File: src/rtl/pipe_ctrl.sv
// pipe_ctrl: pipelined control unit for the 5-stage CPU.
// Decodes opcode/aluop in D into an 18-bit control bundle, carries it through
// the D/X, X/M and M/W registers, and generates stall, flush and the mult/div
// start/wait handshake with a watchdog.
// Optional feature macro: PIPE_CTRL_SETX_BEX_EN adds setx (21) and bex (22).
module pipe_ctrl #(
  parameter int OPW           = 5,
  parameter int MD_MAX_CYCLES = 34
) (
  input  logic           clock,
  input  logic           reset,
  input  logic [OPW-1:0] d_opcode,
  input  logic [OPW-1:0] d_aluop,
  input  logic           d_valid,
  input  logic           br_taken,
  input  logic           md_ready,
  output logic [17:0]    ctrl_x,
  output logic [17:0]    ctrl_m,
  output logic [17:0]    ctrl_w,
  output logic           stall,
  output logic           flush,
  output logic           md_start,
  output logic           md_timeout
);

  // Bundle layout, MSB first, so that the packed struct maps onto bits [17:0].
  typedef struct packed {
    logic       valid;     // [17]
    logic       is_md;     // [16]
    logic [1:0] pc_sel;    // [15:14] 00 PC+1, 01 PC+1+imm, 10 target, 11 rd
    logic       blt;       // [13]
    logic       bne;       // [12]
    logic [1:0] wb_sel;    // [11:10] 00 ALU, 01 DMEM, 10 PC+1
    logic       dmwe;      // [9]
    logic [4:0] aluop;     // [8:4]
    logic       alu_sei;   // [3]
    logic [1:0] dest_sel;  // [2:1] 00 rd, 01 r31, 10 r30
    logic       rwe;       // [0]
  } ctrl_t;

  typedef enum logic {
    S_IDLE,
    S_MD_WAIT
  } state_t;

  localparam logic [OPW-1:0] OP_ALU  = OPW'(0);
  localparam logic [OPW-1:0] OP_J    = OPW'(1);
  localparam logic [OPW-1:0] OP_BNE  = OPW'(2);
  localparam logic [OPW-1:0] OP_JAL  = OPW'(3);
  localparam logic [OPW-1:0] OP_JR   = OPW'(4);
  localparam logic [OPW-1:0] OP_ADDI = OPW'(5);
  localparam logic [OPW-1:0] OP_BLT  = OPW'(6);
  localparam logic [OPW-1:0] OP_SW   = OPW'(7);
  localparam logic [OPW-1:0] OP_LW   = OPW'(8);
`ifdef PIPE_CTRL_SETX_BEX_EN
  localparam logic [OPW-1:0] OP_SETX = OPW'(21);
  localparam logic [OPW-1:0] OP_BEX  = OPW'(22);
`endif

  // Counter only has to reach MD_MAX_CYCLES-1.
  localparam int CW = (MD_MAX_CYCLES > 2) ? $clog2(MD_MAX_CYCLES) : 1;
  localparam logic [CW-1:0] CNT_LAST = CW'(MD_MAX_CYCLES - 1);

  ctrl_t        dec;
  ctrl_t        x_q, x_d, m_q, m_d, w_q, w_d;
  state_t       state_q, state_d;
  logic [CW-1:0] cnt_q, cnt_d;
  logic         jump_flush;

`ifdef PIPE_CTRL_SETX_BEX_EN
  // bex shares pc_sel=10 with j/jal but is conditional, so X tracks it apart.
  logic dec_bex;
  logic x_bex_q, x_bex_d;
`endif

  // Decode the D-stage fields into a control bundle.
  // NOTE: every always_comb output gets a default first so no path leaves it
  // unassigned; otherwise synthesis infers a latch.
  always_comb begin
    dec = '0;
`ifdef PIPE_CTRL_SETX_BEX_EN
    dec_bex = 1'b0;
`endif
    // An empty decode slot yields a pure bubble so no datapath enable leaks.
    if (d_valid) begin
      dec.valid = 1'b1;
      case (d_opcode)
        OP_ALU: begin
          dec.rwe   = 1'b1;
          dec.aluop = 5'(d_aluop);
          dec.is_md = (d_aluop == OPW'(6)) || (d_aluop == OPW'(7));
        end
        OP_J: dec.pc_sel = 2'b10;
        OP_BNE: begin
          dec.bne    = 1'b1;
          dec.aluop  = 5'd1;
          dec.pc_sel = 2'b01;
        end
        OP_JAL: begin
          dec.rwe      = 1'b1;
          dec.dest_sel = 2'b01;
          dec.wb_sel   = 2'b10;
          dec.pc_sel   = 2'b10;
        end
        OP_JR: dec.pc_sel = 2'b11;
        OP_ADDI: begin
          dec.rwe     = 1'b1;
          dec.alu_sei = 1'b1;
        end
        OP_BLT: begin
          dec.blt    = 1'b1;
          dec.aluop  = 5'd1;
          dec.pc_sel = 2'b01;
        end
        OP_SW: begin
          dec.alu_sei = 1'b1;
          dec.dmwe    = 1'b1;
        end
        OP_LW: begin
          dec.rwe     = 1'b1;
          dec.alu_sei = 1'b1;
          dec.wb_sel  = 2'b01;
        end
`ifdef PIPE_CTRL_SETX_BEX_EN
        OP_SETX: begin
          dec.rwe      = 1'b1;
          dec.dest_sel = 2'b10;
        end
        OP_BEX: begin
          dec.pc_sel = 2'b10;
          dec_bex    = 1'b1;
        end
`endif
        default: ;
      endcase
    end
  end

  // Redirect condition for the instruction currently in X.
  always_comb begin
`ifdef PIPE_CTRL_SETX_BEX_EN
    jump_flush = ((x_q.pc_sel == 2'b10) && !x_bex_q) ||
                 (x_q.pc_sel == 2'b11) ||
                 (((x_q.pc_sel == 2'b01) || x_bex_q) && br_taken);
`else
    jump_flush = x_q.pc_sel[1] || ((x_q.pc_sel == 2'b01) && br_taken);
`endif
  end

  // Mult/div stall FSM: launch, wait for md_ready, or give up on the watchdog.
  always_comb begin
    state_d    = state_q;
    cnt_d      = cnt_q;
    stall      = 1'b0;
    md_start   = 1'b0;
    md_timeout = 1'b0;
    case (state_q)
      S_IDLE: begin
        if (x_q.valid && x_q.is_md) begin
          md_start = 1'b1;
          stall    = 1'b1;
          cnt_d    = '0;
          state_d  = S_MD_WAIT;
        end
      end
      S_MD_WAIT: begin
        cnt_d = cnt_q + CW'(1);
        if (md_ready) begin
          state_d = S_IDLE;
        end else if (cnt_q == CNT_LAST) begin
          md_timeout = 1'b1;
          state_d    = S_IDLE;
        end else begin
          stall = 1'b1;
        end
      end
      default: state_d = S_IDLE;
    endcase
  end

  // Stall has priority: flush is masked whenever the pipe is frozen.
  always_comb flush = x_q.valid && !stall && jump_flush;

  // Next-state of the D/X, X/M and M/W bundle registers.
  always_comb begin
    x_d = dec;
    m_d = x_q;
    w_d = m_q;
`ifdef PIPE_CTRL_SETX_BEX_EN
    x_bex_d = dec_bex;
`endif
    if (stall) begin
      x_d = x_q;
      m_d = '0;
`ifdef PIPE_CTRL_SETX_BEX_EN
      x_bex_d = x_bex_q;
`endif
    end else if (flush) begin
      x_d = '0;
`ifdef PIPE_CTRL_SETX_BEX_EN
      x_bex_d = 1'b0;
`endif
    end
  end

  // State and pipeline registers with synchronous reset.
  // NOTE: sequential state uses non-blocking assignments so every register
  // samples pre-edge values regardless of statement order.
  always_ff @(posedge clock) begin
    if (reset) begin
      x_q     <= '0;
      m_q     <= '0;
      w_q     <= '0;
      state_q <= S_IDLE;
      cnt_q   <= '0;
`ifdef PIPE_CTRL_SETX_BEX_EN
      x_bex_q <= 1'b0;
`endif
    end else begin
      x_q     <= x_d;
      m_q     <= m_d;
      w_q     <= w_d;
      state_q <= state_d;
      cnt_q   <= cnt_d;
`ifdef PIPE_CTRL_SETX_BEX_EN
      x_bex_q <= x_bex_d;
`endif
    end
  end

  assign ctrl_x = x_q;
  assign ctrl_m = m_q;
  assign ctrl_w = w_q;

endmodule

File: config.mk
export PLATFORM = sky130hd
export DESIGN_NAME = pipe_ctrl
export DESIGN_NICKNAME = d
export VERILOG_FILES = /design/src/rtl/pipe_ctrl.sv
export SDC_FILE = /design/constraint.sdc
export NUM_CORES = 1
export LEC_CHECK = 0
export ABC_AREA = 1
export CAP_MARGIN = 20
export CORE_MARGIN = 1
export CORE_UTILIZATION = 40
export CTS_BUF_LIST = sky130_fd_sc_hd__clkbuf_16
export DETAILED_ROUTE_END_ITERATION = 7
export GPL_ROUTABILITY_DRIVEN = 0
export GPL_TIMING_DRIVEN = 0
export MAX_ROUTING_LAYER = met4
export PLACE_DENSITY = 0.81
export SKIP_CTS_REPAIR_TIMING = 1
export SYNTH_ARGS = -nofsm -noshare
export SYNTH_HDL_FRONTEND = slang
export SYNTH_SLANG_ARGS = --single-unit
File: constraint.sdc
create_clock -name clock -period 1.4 [get_ports clock]
set_input_delay 0.28 -clock clock [delete_from_list [all_inputs] [get_ports clock]]
set_output_delay 0.28 -clock clock [all_outputs]
set_load 0.01 [all_outputs]
Yosys cells after proc, flatten, opt, wreduce, memory -nomap -nowiden
Index checks and enable logic that the tools add are counted.
W data, S select, Z words.

storage, ports and cells
  register bits = 61
  output and inout bits = 58
  word-level logic and storage cells = 85

operators by class
  $add $sub $neg = 1
  equality and inequality tests = 13
  muxes and demuxes = 22
  bitwise gates (word level) = 1
  reduce and logical (&&, ||, !) cells = 13

operator list
  kind                   number
  $mux W18               2
  $eq A5 B3 Y1 const B   6
  $mux W1                14
  $pmux W6 S2            1
  $eq A5 B2 Y1 const B   2
  $pmux W5 S2            1
  $add A6 B1 Y6 const B  1
  $eq A6 B6 Y1 const B   1
  $mux W6                1
  $pmux W2 S3            1
  $reduce_or A2 Y1       3
  $eq A5 B1 Y1 const B   1
  $eq A5 B4 Y1 const B   1
  $logic_not A5 Y1       1
  $logic_and A1 B1 Y1    4
  $pmux W2 S2            1
  $reduce_or A4 Y1       1
  $reduce_or A3 Y1       1
  $eq A2 B1 Y1 const B   1
  $logic_or A1 B1 Y1     2
  $ne A2 B2 Y1 const B   1
  $pmux W1 S2            1
  $logic_not A1 Y1       1
  $not A1 Y1             1

Longest topological paths before layout
Gate-level depths: netlist (run 1).

  depth in word-level cells = 8
  mapped depth = 10
  gate-level depth less buffers = 9

Worst setup path before layout (run 1)
Ideal clock, no wire load.

  path kind = register to output
  from = register cnt_q[0]
  to = output flush
  data arrival time = 1,175 ps
  data required time = 1,120 ps
  path slack = -55 ps
  stages on the path, launching flop included = 9
  path buffers = 1
  cells stage by stage = dfxtp_1 > ha_1 > nand2_1 > inv_1 > nand3_2 > nand2_1 > nand3_1 > buf_2 > inv_1

on the way
  word-level cells in the longest chain between the ends = 7

RTL lines
  element                           RTL line  text
  from (decl)                       67        logic [CW-1:0] cnt_q, cnt_d;
  from (signal assigned)            224       cnt_q <= cnt_d;
  $eq A6 B6 Y1                      170       end else if (cnt_q == CNT_LAST) begin
  $mux W1                           170
  $mux W1                           168       if (md_ready) begin
  $pmux W1 S2                       157       case (state_q)
  $logic_not A1 Y1                  182       always_comb flush = x_q.valid && !stall && jump_flush;
  $logic_and A1 B1 Y1 (2 in a row)  182
  to (decl)                         21        output logic flush,

Every way passes these cells.

Worst setup path in the final report (run 1)
  from = register cnt_q[1]
  to = output flush

Same word-level chain as after synthesis.

==> impl_metrics.tcl, run 1 <==
set metrics [dict create \
    post-route-min-period_ns 1.782 \
    total_buffers_and_inverters_traversed_by_the_critical_path 5 \
    clock-skew-final_ns 0.006617 \
    outcome "finished, violations left" \
    via_per_inst 4.601 \
    criticalPathCategory "reg -> out" \
    holdCritPathClass "reg -> reg" \
    clk_root_buffer_cell "sky130_fd_sc_hd__clkbuf_16" \
    finalSetupTns_ns -5.232 \
    die_width_um 75.35 \
    ctsLongestPathBuffers 2 \
    p_total_mw 3.143 \
    crit_path_max_fanout 6 \
    synthFlopType "sky130_fd_sc_hd__dfxtp_1" \
    syn-mean-instance-area_um2 7.741 \
    crit_top_cell "sky130_fd_sc_hd__inv_2" \
    first_global_vias 1675 \
    die_area_um2 5678 \
    netlist_area_um2 2152 \
    floorplan_row_count 26 \
    route.antenna.remaining_nets 0 \
    static-leakage-power_nw 2.302 \
    final-setup-viol-count 30 \
    finish.net_count 391 \
    timing.critical_path.required_ns 1.12 \
    route.detailed.drc 0 \
    crit_slowest_cell "sky130_fd_sc_hd__dfxtp_4" \
    insertedDiodeCount 0 \
    postSynthRegisterBits 55 \
    critical-path-top-delay-family "buffers and inverters" \
    grt_start_max_net_pins 17 \
    final_cell_area_um2 3482 \
    netlist.area_leader.share 0.5116 \
    die_h_um 75.35 \
    cp-start-kind "flop" \
    htree_levels 2 \
    peak_ir_drop_on_the_vdd_network_mv 0.5209 \
    worst_setup_path_startpoint "cnt_q[1]" \
    yosys.cell_types.count 26 \
    initial_utilization 0.4187 \
    rsz_0062_raised_after_global_routing "yes" \
    layout-drive-gt1-share 0.1979 \
    overflow 0 \
    drt-initial-drc-count 95 \
    totalWireLength_mm 5.882 \
    post_dp_cell_area_um2 2949 \
    synth_area_leader_cell "sky130_fd_sc_hd__dfxtp_1" \
    rr_startpoint "cnt_q[1]" \
    synth_enable_flop_cells 0 \
    grt_pass1_wl_mm 7.700 \
    synthCells 278 \
    hold_viol 0 \
    cts.sink_count 55 \
    tritoncts "done" \
    hp-start "ctrl_m[12]" \
    cap_violations 0 \
    flow.area_growth_from_synthesis_pct 61.80 \
    pwr_density_cell_nw_per_um2 902.5 \
    global_routing_usage_summed_across_all_routing_layers 0.1868 \
    final_max_slew_viol_count 0 \
    clk_latency_ns 0.29 \
    ys_top_cells_by_count "55 x sky130_fd_sc_hd__dfxtp_1, 55 x sky130_fd_sc_hd__nor2_1, 52 x sky130_fd_sc_hd__inv_1" \
    timing.critical_path.arrival_ns 1.50 \
    routedWlPerCell_um 13.25 \
    core_area_um2 5140 \
    timing.final.ws_setup_ns -0.3818 \
    yosys_warnings 0 \
    portion_of_the_clock_cycle_consumed_by_the_worst_path_in_the_final_layout 1.273 \
    worstPathCellList "inv_2, ha_4, nand2_2, inv_2, nand3_4, nand2_4, nand3_4, buf_6, inv_2, buf_6" \
    timing.fmax_ghz 0.5612 \
    seq_area_frac_synth 0.5116 \
    final.fill_count 409 \
    max_stage_delay_ns 0.36 \
    vias 2043 \
    clk_pin_slew_ns 0.07 \
    pin_count 73 \
    end_kind "primary output" \
    failing_checks "negative setup slack" \
    ys_top_cells_by_area "sky130_fd_sc_hd__dfxtp_1 51%, sky130_fd_sc_hd__nor2_1 9.6%, sky130_fd_sc_hd__inv_1 9.1%, sky130_fd_sc_hd__nand2_1 7.5%, sky130_fd_sc_hd__nand3_1 3.7%" \
    synthArstFlopShare 0 \
    antenna_found_initial 0 \
    pre_cts_slack_ns -0.7367 \
    cts_made_buffers 5 \
    final.hold.worst_slack_ns 0.4199 \
    drt_first_pass_iters 4 \
    hpwl_reported_at_the_end_of_detailed_placement_mm 3.811 \
    portBuffers 69 \
]
[cell type report]
class                      count  area, µm²  share of cell area
tap                           70      87.58             0.02515
clock buffer                   5      125.1             0.03593
clock inverter                 2      37.54             0.01078
timing repair buffer          87      960.9              0.2760
sequential                    55       1122              0.3223
multi-input combinational    159      840.8              0.2415
inverter                      54      212.7             0.06109
buffer                        12      95.09             0.02731
[report_power, final]
| part | switching (mW) | internal (mW) | leakage, nW |
|---|---|---|---|
| clock network | 0.551 | 0.834 | 0.0759 |
| logic | 0.0974 | 0.0838 | 1.78 |
| registers | 0.00943 | 1.57 | 0.449 |
[cell usage in the layout, fill, tap and decap left out, types with 4 or more instances in the layout]
master and n:
sky130_fd_sc_hd__dlymetal6s2s_1 52, sky130_fd_sc_hd__nor2_1 51, sky130_fd_sc_hd__inv_1 48, sky130_fd_sc_hd__dfxtp_1 46
sky130_fd_sc_hd__nand2_1 40, sky130_fd_sc_hd__buf_4 22, sky130_fd_sc_hd__nand3_1 14, sky130_fd_sc_hd__clkdlybuf4s50_1 14
sky130_fd_sc_hd__nand4_1 12, sky130_fd_sc_hd__a21oi_1 6, sky130_fd_sc_hd__nor2_2 6, sky130_fd_sc_hd__buf_6 6
sky130_fd_sc_hd__o21ai_1 5, sky130_fd_sc_hd__clkbuf_16 5, sky130_fd_sc_hd__dfxtp_2 5, sky130_fd_sc_hd__dfxtp_4 4
[registers in the layout, indices dropped and copies added, names as in the netlist]
name / cells
cnt_q: 6
ctrl_m: 16
ctrl_w: 16
ctrl_x: 16
state_q: 1
[cell families (layout without fill, tap and decap cells)]
family,count (synthesis),count (layout),share of synthesized area
and+or+nand+nor,136,136,0.2860
DFF,55,55,0.5116
other,1,3,0.001743
adders and majority gates,2,2,0.01163
xor gates and xnor gates,1,1,0.004071
AOI/OAI and AO/OA,17,17,0.05174
buffers and inverters,66,160,0.1331
[tightest hold or removal path, stage by stage (launching register included)]
cell,delay (ns)
sky130_fd_sc_hd__dfxtp_1,0.31
sky130_fd_sc_hd__inv_1,0.04
sky130_fd_sc_hd__nor2_1,0.03
[stage by stage]
stage          std cells  utilization
6_report             444       0.6775
5_1_grt              444       0.6775
4_1_cts              426       0.6054
3_5_place_dp         419       0.5738
3_3_place_gp         419       0.5738
2_1_floorplan        280            -
[routing by layer]
| metal | part of all wire | global-route usage |
|---|---|---|
| met5 | 0 | - |
| met4 | 0.029 | 0.08436 |
| met3 | 0.060 | 0.03836 |
| met2 | 0.52 | 0.3075 |
| met1 | 0.39 | 0.2202 |
[worst paths after layout]
path / endpoint / depth (start not counted) / slack [ns]
worst max register to register: ctrl_x[15] / 11 / -0.25
worst min register to register: ctrl_w[12] / 2 / 0.42
worst max-delay path: flush / 10 / -0.38
worst min-delay path: ctrl_w[12] / 2 / 0.42
(Power assumes the default switching activity.)
==> inputs of run 2 (changes only) <==
--- a/config.mk
+++ b/config.mk
@@ -14,7 +14,7 @@
 export GPL_ROUTABILITY_DRIVEN = 0
 export GPL_TIMING_DRIVEN = 0
 export MAX_ROUTING_LAYER = met4
-export PLACE_DENSITY = 0.81
+export PLACE_DENSITY = 0.75
 export SKIP_CTS_REPAIR_TIMING = 1
 export SYNTH_ARGS = -nofsm -noshare
 export SYNTH_HDL_FRONTEND = slang
==> run 2 against run 1 <==
  * The run still ends with negative setup slack left
  * Clock-buffer cell count unchanged
  * Sequential share of layout area decreased by 0.34 points
  * Combinational power increased by 13%
  * Global-route usage shrank 1.9 points
  * Cell area up 0.40%
  * Worst hold slack worse by 0.0074 ns
  * Setup slack improved by 0.019 ns
  * Cell count is 0.68% higher
  * Core utilization grew 0.27 points
  * Die area stayed put
  * Flip-flop and latch count stayed put
  * Critical path type is now in -> out
  * Largest power group unchanged
==> impl_metrics.tcl, run 2 (same netlist as run 1, synthesis figures left out) <==
set metrics [dict create \
    outcome "finished, violations left" \
    failing_checks "negative setup slack" \
    timing.critical_path.required_ns 1.12 \
    ctsLongestPathBuffers 2 \
    insertedDiodeCount 0 \
    overflow 0 \
    die_area_um2 5678 \
    rr_startpoint "cnt_q[1]" \
    rsz_0062_raised_after_global_routing "yes" \
    max_stage_delay_ns 0.47 \
    global_routing_usage_summed_across_all_routing_layers 0.1678 \
    post_dp_cell_area_um2 2949 \
    die_width_um 75.35 \
    final.hold.worst_slack_ns 0.4125 \
    vias 2050 \
    cts_made_buffers 5 \
    initial_utilization 0.4187 \
    cp-start-kind "input port" \
    crit_path_max_fanout 7 \
    floorplan_row_count 26 \
    static-leakage-power_nw 2.317 \
    end_kind "primary output" \
    layout_commonest_cell "sky130_fd_sc_hd__dlymetal6s2s_1" \
    hold_viol 0 \
    timing.final.ws_setup_ns -0.3627 \
    criticalPathCategory "in -> out" \
    holdCritPathClass "reg -> reg" \
    reg2regPathDepth 11 \
    clk_root_buffer_cell "sky130_fd_sc_hd__clkbuf_16" \
    totalWireLength_mm 5.619 \
    cts.sink_count 55 \
    power.share.sequential 0.537 \
    htree_levels 2 \
    grt_start_max_net_pins 16 \
    routedWlPerCell_um 12.57 \
    clk_pin_slew_ns 0.06 \
    antenna_found_initial 0 \
    clock-skew-final_ns 0.005953 \
    portBuffers 69 \
    pin_count 73 \
    drt-initial-drc-count 86 \
    total_buffers_and_inverters_traversed_by_the_critical_path 4 \
    layout.cells.most_common_list "52 x sky130_fd_sc_hd__dlymetal6s2s_1, 49 x sky130_fd_sc_hd__nor2_1, 48 x sky130_fd_sc_hd__inv_1, 48 x sky130_fd_sc_hd__dfxtp_1, 39 x sky130_fd_sc_hd__nand2_1" \
    route.antenna.remaining_nets 0 \
    final_cell_area_um2 3496 \
    crit_slowest_cell "sky130_fd_sc_hd__clkdlybuf4s50_1" \
    die_h_um 75.35 \
    finish.net_count 393 \
    timing.critical_path.arrival_ns 1.48 \
    critical-path-top-delay-family "buffers and inverters" \
    layout-drive-gt1-share 0.2016 \
    final-setup-viol-count 35 \
    route.detailed.drc 0 \
    power.clock.fraction 0.393 \
    via_per_inst 4.586 \
    portion_of_the_clock_cycle_consumed_by_the_worst_path_in_the_final_layout 1.259 \
    crit-reg2reg-capture "ctrl_x[8]" \
    swShare 0.2123 \
    pwr_density_cell_nw_per_um2 840.9 \
    r2r_setup_slack_ns -0.17 \
    tritoncts "done" \
    power.switching_uw 624.1 \
    first_global_vias 1605 \
    critical_path.endpoint "flush" \
    post-route-min-period_ns 1.763 \
    grt_pass1_wl_mm 6.996 \
    final_max_slew_viol_count 0 \
    flow.area_growth_from_synthesis_pct 62.44 \
    p_total_mw 2.940 \
    hpwl_reported_at_the_end_of_detailed_placement_mm 3.542 \
    peak_ir_drop_on_the_vdd_network_mv 0.5424 \
    crit_top_cell "sky130_fd_sc_hd__buf_6" \
    cp.depth 7 \
    worstPathCellList "clkdlybuf4s50_1, a21oi_1, nor2_2, nand3_4, buf_6, inv_4, buf_6" \
    worst_setup_path_startpoint "br_taken" \
    core_area_um2 5140 \
    power.internal_mw 2.315 \
    p_comb_frac 0.069 \
    clk_latency_ns 0.29 \
    drt_first_pass_iters 4 \
    cap_violations 0 \
    timing.fmax_ghz 0.5673 \
]
-- run 2: cell count changes in the layout (fill, tap and decap cells not counted), sizes merged --
cell and delta:
inv +1, clkinvlp -1, buf +1, bufinv -1, clkinv +2, clkbuf +1
-- run 2: power by group through the flow --
| stage | combinational [mW] | sequential [mW] | clock, mW |
|---|---|---|---|
| floorplan | 0.0790 | 1.62 | 0 |
| global placement | 0.168 | 1.62 | 0 |
| detailed placement | 0.170 | 1.62 | 0 |
| CTS | 0.171 | 1.58 | 1.16 |
| global route | 0.220 | 1.58 | 1.23 |
| finish | 0.204 | 1.58 | 1.16 |
-- run 2: area by class of cell --
cell class / count / area [µm²]
flip-flops and latches: 55 / 1115
clock inverters: 3 / 11.26
multi-input cells: 159 / 848.3
repair buffers: 89 / 1001
fillers: 408 / 1644
well taps: 70 / 87.58
inverters: 54 / 212.7
plain buffers: 12 / 95.09
clock buffers: 5 / 125.1
-- run 2: layer usage --
metal,share of wire,up-vias,wire [µm],global-route usage
li1,-,1032,-,-
met1,0.41,916,2297,0.1997
met2,0.49,84,2781,0.2738
met3,0.061,18,345,0.03439
met4,0.035,0,194,0.07613
met5,0,-,0,-
-- run 2: stage by stage --
step / util / setup WS [ns] / cells / TNS [ns]
after floorplan: - / 0.01778 / 280 / 0
after global placement: 0.5738 / -0.7194 / 419 / -14.03
after detailed placement: 0.5738 / -0.7316 / 419 / -14.39
after CTS: 0.6003 / -0.9239 / 427 / -8.497
after global routing: 0.6801 / -0.4260 / 447 / -7.208
final: 0.6801 / -0.3627 / 447 / -4.413
-- run 2: how the worst min path moves through the flow --
stage,start,endpoint,slack [ns],depth (start not counted)
after detailed placement,ctrl_m[4],ctrl_w[4],0.41,2
after global routing,ctrl_m[3],ctrl_w[3],0.43,2
final,ctrl_m[4],ctrl_w[4],0.41,2
after global placement,ctrl_m[15],ctrl_w[15],0.41,2
after floorplan,reset,ctrl_x[13],0.39,1
after CTS,ctrl_m[4],ctrl_w[4],0.42,2
-- run 2: worst min-delay path, stage by stage (launching register included) --
cell and delay [ns]:
sky130_fd_sc_hd__dfxtp_1 0.30, sky130_fd_sc_hd__inv_1 0.04, sky130_fd_sc_hd__nor2_1 0.03
==> inputs of run 3 (changes only) <==
--- a/config.mk
+++ b/config.mk
@@ -15,6 +15,7 @@
 export GPL_TIMING_DRIVEN = 0
 export MAX_ROUTING_LAYER = met4
 export PLACE_DENSITY = 0.75
+export SETUP_SLACK_MARGIN = 0.4
 export SKIP_CTS_REPAIR_TIMING = 1
 export SYNTH_ARGS = -nofsm -noshare
 export SYNTH_HDL_FRONTEND = slang
==> run 3 against run 2 <==
  * The flow still finishes with violations (negative setup slack)
  * Sequential power about the same
  * Clock-buffer cell count up 1
  * Core utilization up 2.3 points
  * First-iteration DRC count up 21%
  * Flip-flop and latch count unchanged
  * Critical path depth up 2
  * Combinational power up 8%
  * Largest cell class unchanged
  * Largest power group unchanged
==> impl_metrics.tcl, run 3 (same netlist as run 1, synthesis figures left out) <==
set metrics [dict create \
    outcome "finished, violations left" \
    timing.critical_path.arrival_ns 1.48 \
    pre_cts_slack_ns -0.6720 \
    portBuffers 69 \
    layout-drive-gt1-share 0.4757 \
    die_width_um 75.35 \
    global_routing_usage_summed_across_all_routing_layers 0.1766 \
    initial_utilization 0.4187 \
    cts_made_buffers 5 \
    route.detailed.drc 0 \
    routedWlPerCell_um 13.50 \
    final-setup-viol-count 34 \
    hold_viol 0 \
    power.share.sequential 0.512 \
    vias 2171 \
    max_stage_delay_ns 0.39 \
    rsz_0062_raised_after_global_routing "yes" \
    clk_pin_slew_ns 0.07 \
    overflow 0 \
    flow.area_growth_from_synthesis_pct 68.02 \
    failing_checks "negative setup slack" \
    portion_of_the_clock_cycle_consumed_by_the_worst_path_in_the_final_layout 1.254 \
    critical-path-top-delay-family "flip-flops" \
    p_total_mw 3.065 \
    grt_pass1_wl_mm 7.355 \
    worstPathCellList "ha_4, nand2_2, inv_2, nand3_4, nand2_4, nand3_4, buf_6, inv_4, buf_6" \
    grt_start_max_net_pins 16 \
    hpwl_reported_at_the_end_of_detailed_placement_mm 3.661 \
    swShare 0.2103 \
    ctsLongestPathBuffers 2 \
    pin_count 73 \
    first_global_vias 1609 \
    final.fill_count 399 \
    p_comb_frac 0.072 \
    cts.sink_count 55 \
    drt_first_pass_iters 4 \
    final.hold.worst_slack_ns 0.3988 \
    timing.critical_path.required_ns 1.12 \
    pwr_density_cell_nw_per_um2 847.7 \
    static-leakage-power_nw 1.609 \
    timing.final.ws_setup_ns -0.3556 \
    htree_levels 2 \
    finish.net_count 408 \
    insertedDiodeCount 0 \
    crit_slowest_cell "sky130_fd_sc_hd__dfxtp_4" \
    antenna_found_initial 0 \
    via_per_inst 4.709 \
    clk_latency_ns 0.29 \
    core_area_um2 5140 \
    power.clock.fraction 0.416 \
    criticalPathCategory "reg -> out" \
    drt-initial-drc-count 104 \
    die_h_um 75.35 \
    finalSetupTns_ns -5.018 \
    tritoncts "done" \
    total_buffers_and_inverters_traversed_by_the_critical_path 4 \
    route.antenna.remaining_nets 0 \
    clk_root_buffer_cell "sky130_fd_sc_hd__clkbuf_16" \
    cap_violations 0 \
    floorplan_row_count 26 \
    peak_ir_drop_on_the_vdd_network_mv 0.5123 \
    power.switching_uw 644.7 \
    crit_path_max_fanout 5 \
    holdCritPathClass "in -> reg" \
    power.internal_mw 2.421 \
    end_kind "primary output" \
    totalWireLength_mm 6.225 \
    final_max_slew_viol_count 0 \
    area_used_by_multi_input_combinational_logic_um2 917.1 \
    timing.fmax_ghz 0.5696 \
    die_area_um2 5678 \
    layout_commonest_cell "sky130_fd_sc_hd__buf_6" \
    post-route-min-period_ns 1.756 \
    layout.cells.most_common_list "49 x sky130_fd_sc_hd__buf_6, 47 x sky130_fd_sc_hd__inv_1, 42 x sky130_fd_sc_hd__nor2_1" \
    register_area_um2 1171 \
    cp-start-kind "flop" \
    clock-skew-final_ns 0.003645 \
]
## run 3: metrics by stage
stage,util,instance area (µm²),cells
after floorplan,-,2207,280
after global placement,0.5808,2985,419
after detailed placement,0.5808,2985,419
after CTS,0.6108,3139,426
after global routing,0.7035,3616,461
final,0.7035,3616,461
## run 3: path summary, 6_finish.rpt
path                                start    endpoint  slack (ns)  cells after the start
worst max register to register   cnt_q[0]  ctrl_x[13]       -0.23                     10
worst max-delay path             cnt_q[0]       flush       -0.36                      9
worst min register to register  ctrl_m[8]   ctrl_w[8]        0.43                      2
worst min-delay path                reset  ctrl_x[13]        0.40                      2
## run 3: cell type report
| class | instances | share of cell area |
|---|---|---|
| Clock buffer | 6 | 0.04152 |
| Multi-Input combinational cell | 159 | 0.2536 |
| Sequential cell | 55 | 0.3239 |
| Timing Repair Buffer | 104 | 0.2657 |
| Tap cell | 70 | 0.02422 |
| Clock inverter | 1 | 0.001038 |
| Inverter | 54 | 0.06021 |
| Buffer | 12 | 0.02976 |
## run 3: power groups by stage
| stage | clock network, mW | registers [mW] | logic, mW |
|---|---|---|---|
| after detailed placement | 0 | 1.62 | 0.172 |
| after global routing | 1.35 | 1.57 | 0.237 |
| after global placement | 0 | 1.62 | 0.169 |
| after floorplan | 0 | 1.62 | 0.0796 |
| after CTS | 1.27 | 1.58 | 0.173 |
| final | 1.28 | 1.57 | 0.220 |
## run 3: routing by layer
| metal | track usage | up-vias | part of all wire |
|---|---|---|---|
| met5 | - | - | 0 |
| met4 | 0.04938 | 0 | 0.017 |
| met3 | 0.04233 | 14 | 0.055 |
| met2 | 0.2897 | 87 | 0.53 |
| met1 | 0.2175 | 1008 | 0.40 |
| li1 | - | 1062 | - |
## run 3: worst reg2reg max path: stages (launching register included)
cell and delay, ns:
sky130_fd_sc_hd__dfxtp_4 0.39, sky130_fd_sc_hd__ha_4 0.14, sky130_fd_sc_hd__nand2_2 0.05, sky130_fd_sc_hd__inv_2 0.07, sky130_fd_sc_hd__nand3_4 0.10, sky130_fd_sc_hd__buf_4 0.18, sky130_fd_sc_hd__a21oi_4 0.22, sky130_fd_sc_hd__nor2_4 0.11
sky130_fd_sc_hd__buf_4 0.15, sky130_fd_sc_hd__nand2_1 0.06, sky130_fd_sc_hd__o21ai_1 0.05
